**src/rtl/robo_sensor_filter.sv**
```systemverilog
// ---------------------------------------------------------------------------
// robo_sensor_filter
//
// Conditions the four raw robot sensors (head, left, under, barrier) before
// they reach the navigation FSM. Each raw input passes through a two-flop
// synchroniser, then a per-channel debounce counter. A new level is accepted
// only after DEB_CYCLES consecutive enabled samples differ from the current
// filtered level. A registered one-cycle strobe flags any accepted change.
// All state updates on posedge, so outputs are settled before the FSM samples
// them on negedge.
//
// Parameters:
//   DEB_CYCLES  consecutive differing samples needed to accept a level (>=1)
//   CNT_W       debounce counter width, must hold DEB_CYCLES-1
//   RST_VAL     reset level of {head,left,under,barrier}
//
// Ports:
//   clock        in   system clock, posedge
//   reset        in   asynchronous, active-high
//   sample_en    in   1 = counters advance, 0 = counters and outputs frozen
//   head_raw     in   raw front-obstacle sensor (asynchronous)
//   left_raw     in   raw left-wall sensor (asynchronous)
//   under_raw    in   raw under-body sensor (asynchronous)
//   barrier_raw  in   raw debris sensor (asynchronous)
//   head         out  filtered head
//   left         out  filtered left
//   under        out  filtered under
//   barrier      out  filtered barrier
//   sensor_chg   out  one-cycle pulse after any filtered bit changed
//   glitch_cnt   out  saturating count of rejected glitches
//
// Optional feature: define SENSOR_GLITCH_CNT_EN to build the glitch counter.
// Without it glitch_cnt is tied to zero; filtering is identical either way.
// ---------------------------------------------------------------------------
module robo_sensor_filter #(
  parameter int         DEB_CYCLES = 4,
  parameter int         CNT_W      = 3,
  parameter logic [3:0] RST_VAL    = 4'b1001
) (
  input  logic       clock,
  input  logic       reset,
  input  logic       sample_en,
  input  logic       head_raw,
  input  logic       left_raw,
  input  logic       under_raw,
  input  logic       barrier_raw,
  output logic       head,
  output logic       left,
  output logic       under,
  output logic       barrier,
  output logic       sensor_chg,
  output logic [7:0] glitch_cnt
);

  localparam logic [CNT_W-1:0] CNT_MAX = CNT_W'(DEB_CYCLES - 1);

  // Bit order throughout: {head, left, under, barrier}
  logic [3:0]       raw_p0;
  logic [3:0]       sync_p1;
  logic [3:0]       sync_p2;
  logic [3:0]       filt;
  logic [3:0]       filt_nxt;
  logic [3:0]       upd;
  logic [CNT_W-1:0] cnt     [4];
  logic [CNT_W-1:0] cnt_nxt [4];

  assign raw_p0 = {head_raw, left_raw, under_raw, barrier_raw};

  // Per-channel debounce decision, evaluated on the fully synchronised sample
  always_comb begin
    filt_nxt = filt;
    upd      = '0;
    for (int i = 0; i < 4; i++) begin
      cnt_nxt[i] = cnt[i];
      if (sample_en) begin
        if (sync_p2[i] == filt[i]) begin
          cnt_nxt[i] = '0;
        end else if (cnt[i] == CNT_MAX) begin
          filt_nxt[i] = sync_p2[i];
          cnt_nxt[i]  = '0;
          upd[i]      = 1'b1;
        end else begin
          cnt_nxt[i] = cnt[i] + CNT_W'(1);
        end
      end
    end
  end

  // Stage boundary: synchroniser, debounce state and change strobe.
  // Sync flops reset to RST_VAL so reset release cannot look like a change.
  always_ff @(posedge clock or posedge reset) begin
    if (reset) begin
      sync_p1    <= RST_VAL;
      sync_p2    <= RST_VAL;
      filt       <= RST_VAL;
      sensor_chg <= 1'b0;
      for (int i = 0; i < 4; i++) begin
        cnt[i] <= '0;
      end
    end else begin
      sync_p1    <= raw_p0;
      sync_p2    <= sync_p1;
      filt       <= filt_nxt;
      sensor_chg <= |upd;
      for (int i = 0; i < 4; i++) begin
        cnt[i] <= cnt_nxt[i];
      end
    end
  end

  assign head    = filt[3];
  assign left    = filt[2];
  assign under   = filt[1];
  assign barrier = filt[0];

`ifdef SENSOR_GLITCH_CNT_EN
  logic glitch_any;

  function automatic logic [7:0] sat_inc(input logic [7:0] v);
    return (v == 8'hFF) ? v : v + 8'd1;
  endfunction

  // A glitch is a count in progress that is abandoned because the sample
  // fell back to the filtered level; simultaneous aborts count once.
  always_comb begin
    glitch_any = 1'b0;
    for (int i = 0; i < 4; i++) begin
      if (sample_en && (sync_p2[i] == filt[i]) && (cnt[i] != '0)) begin
        glitch_any = 1'b1;
      end
    end
  end

  // Stage boundary: glitch counter
  always_ff @(posedge clock or posedge reset) begin
    if (reset) begin
      glitch_cnt <= 8'h00;
    end else if (glitch_any) begin
      glitch_cnt <= sat_inc(glitch_cnt);
    end
  end
`else
  assign glitch_cnt = 8'h00;
`endif

endmodule

```
**config.mk**
```make
export PLATFORM = sky130hd
export DESIGN_NAME = robo_sensor_filter
export DESIGN_NICKNAME = d
export VERILOG_FILES = /design/src/rtl/robo_sensor_filter.sv
export SDC_FILE = /design/constraint.sdc
export NUM_CORES = 1
export LEC_CHECK = 0
export CORE_UTILIZATION = 40
export CTS_BUF_LIST = sky130_fd_sc_hd__clkbuf_16
export DETAILED_ROUTE_END_ITERATION = 12
export PLACE_DENSITY = 0.61
export SLEW_MARGIN = 20
export SYNTH_ARGS = -nofsm -noshare
export SYNTH_HDL_FRONTEND = slang
export SYNTH_SLANG_ARGS = --single-unit
```
**constraint.sdc**
```tcl
create_clock -name clock -period 2.81 [get_ports clock]
set_input_delay 0.4215 -clock clock [delete_from_list [all_inputs] [get_ports clock]]
set_output_delay 0.4215 -clock clock [all_outputs]
set_load 0.03 [all_outputs]
```
==> impl_metrics.yaml <==
outcome:
  status: "complete, no violations"
detailed_routing:
  drt-total-wl_mm: 1.56
  firstDrtPassIters: 4
  ant_nets: 0
  drc: 0
  drtIter0Drc: 9
  routedWlPerCell_um: 11.7
  vias: 644
  vias_per_cell: 4.81
floorplanning:
  rows: 18
  core-area_um2: 2520
  initial_core_util: 0.434
  die_width_um: 54.3
  ios: 20
  dieArea_um2: 2950
  die_y_um: 54.3
pwr:
  power_density_nw_per_um2: 938
  p_leak_uw: 0.000595
  power.total_uw: 1210
  vdd_drop_max_mv: 0.507
clock_network:
  postCtsSetupRepairBufs: 0
  cts_hold_buf: 0
  clk_path_buf_depth: 2
  root_buffer: "clkbuf_16"
  ctsHtreeMaxLevel: 1
  cts_buffers: 3
  clock_sinks: 25
  cts_resized: 0
  clk_latency_ps: 250
  cts_tree: "built"
  clk_pin_slew_ps: 60
synthesis:
  synth_warnings: 0
  ys_ff_latch: 25
  synthAdderAreaFrac: 0.0458
  synth_top_family_by_area: "simple AND/OR/NAND/NOR gates"
  synth.avg_cell_area_um2: 12.0
  syn-instance-count: 91
  synth_top_area_frac: 0.435
  synth-xor-area-share: 0.0389
  synth.distinct_cells: 22
  ys_seq_area_frac: 0.579
  synthMuxAreaShare: 0.0595
  synthesis.area_um2: 1090
  synth_compound_area_frac: 0.0664
  synth-simple-area-share: 0.119
  yosys-top-cells-area: "dfrtp_1 (43%), dfstp_2 (14%), buf_4 (5.5%)"
  synth_largest_area_cell: "dfrtp_1"
setup_path:
  cp_data_arrival_time_ps: 1470
  start_kind: "flop"
  crit_type: "flop to primary output"
  r2r-end: "filt[0]$_DFFE_PP1P_"
  crit_end: "barrier"
  rr_worst_depth: 3
  cp_max_fo: 3
  critPathCaptureType: "primary output"
  path_delay_family: "buffers and inverters"
  required_ps: 2390
  crit_path_start: "filt[0]$_DFFE_PP1P_"
  r2r_start: "filt[0]$_DFFE_PP1P_"
  crit_path_max_incr_delay_ps: 660
  crit_chain: "clkdlybuf4s50_1"
  slowest_stage: "clkdlybuf4s50_1"
  rrSetupSlack_ps: 1410
  cp.depth: 1
  crit_buf_inv: 1
finish:
  n_fill_cell: 232
  seq_area_um2: 633
  insertedDiodeCount: 0
  layout-drive-gt1-share: 0.115
  multiInputGateArea_um2: 390
  syn_to_final_growth_pct: 17.5
  nets: 116
grt:
  grt_use_met2: 0.203
  grtUsageMet1: 0.152
  grt.busiest_layer: "met2"
  grt_pass1_wl_mm: 2.62
  gr-total-overflow: 0
  antenna_found_initial: 0
  track_usage: 0.129
  first_global_vias: 617
  grtUsageMet3: 0.0500
  grt_max_degree: 26
timing:
  finalWorstSetupSlack_ps: 918
  fin_tns_setup_ps: 0
  finalSetupViolations: 0
  rsz0062_at_grt: "no"
  tightestPinTransition_ps: 902
  fin_crit_sh: 0.673
  slew_violations: 0
  finalCriticalPeriod_ps: 1890
  relSlewSlack: 0.398
  skew_ps: 2.67
  fmax_ghz: 0.529
  hold_violations: 0
worst_hold_path:
  hold_depth: 0
  hold_path.class: "flop to flop"
place:
  dp.final_hpwl_mm: 1.15
  dp_worst_setup_slack_ps: 1030
  port_buffers: 11
  gp_congestion: 0.707
job:
  maxCapViolCount: 0
==> placed cells by master, fill, tap and decap left out, drive strengths merged <==
cell type	instances
dfrtp	19
nand2b	7
ha	4
inv	7
clkbuf	3
clkdlybuf4s50	11
xor2	4
nand2	5
nand4b	3
conb	8
nor2b	1
a21boi	4
mux2	4
mux2i	2
nand3b	1
nand4	2
clkinv	1
buf	1
dfstp	6
o22ai	2
nand3	3
o21ai	6
==> worst min-delay path by stage <==
| stage | startpoint | endpoint |
|---|---|---|
| floorplan | sync_p1[1]$_DFF_PP0_ | sync_p2[1]$_DFF_PP0_ |
| global placement | sync_p1[2]$_DFF_PP0_ | sync_p2[2]$_DFF_PP0_ |
| detailed placement | sync_p1[2]$_DFF_PP0_ | sync_p2[2]$_DFF_PP0_ |
| CTS | sync_p1[2]$_DFF_PP0_ | sync_p2[2]$_DFF_PP0_ |
| global route | sync_p1[3]$_DFF_PP1_ | sync_p2[3]$_DFF_PP1_ |
| finish | sync_p1[2]$_DFF_PP0_ | sync_p2[2]$_DFF_PP0_ |
==> Yosys cell counts <==
cell / n
a21boi_1: 4
buf_2: 2
buf_4: 8
conb_1: 1
dfrtp_1: 19
dfstp_2: 6
ha_1: 4
inv_1: 7
mux2_1: 4
mux2i_1: 2
nand2_1: 5
nand2b_1: 7
nand3_1: 3
nand3b_1: 1
nand4_1: 2
nand4b_1: 3
nor2b_1: 1
o21ai_0: 2
o21ai_1: 4
o22ai_1: 2
xor2_1: 3
xor2_2: 1
==> flip-flops by register name, indices dropped and copies added, names as in the netlist <==
register    cells
sync_p2         4
filt            4
sensor_chg      1
sync_p1         4
cnt            12
==> layout make-up <==
class | count | share of cell area
clock buffers | 3 | 0.0584
clock inverters | 1 | 0.00389
inverters | 7 | 0.0204
multi-input cells | 56 | 0.304
flip-flops and latches | 25 | 0.493
well taps | 30 | 0.0292
repair buffers | 12 | 0.0915
==> per-stage QoR <==
| stage | cells | cell area (um2) | utilization | hold slack [ps] |
|---|---|---|---|---|
| 5_1_grt | 134 | 1280 | 0.509 | 359 |
| 6_report | 134 | 1280 | 0.509 | 353 |
| 3_3_place_gp | 130 | 1200 | 0.478 | 337 |
| 2_1_floorplan | 98 | 1120 | - | 331 |
| 3_5_place_dp | 130 | 1200 | 0.478 | 345 |
| 4_1_cts | 134 | 1280 | 0.509 | 357 |
==> layer usage <==
layer,vias up,wire (um)
met1,307,700
met5,-,0
met4,0,26
li1,312,-
met3,4,81
met2,21,755
==> logic make-up after synthesis <==
logic type / after synthesis
other: 1
muxes: 6
AOI/OAI and AO/OA: 12
buffers and inverters: 17
and+or+nand+nor: 22
adders and majority gates: 4
DFF: 25
xor gates and xnor gates: 4
==> where the power goes <==
group          switching, uW  internal [uW]  leakage [uW]
Sequential              62.7            459      0.000309
Clock                    118            191     0.0000409
Combinational            209            165      0.000245
(Power assumes the default switching activity.)
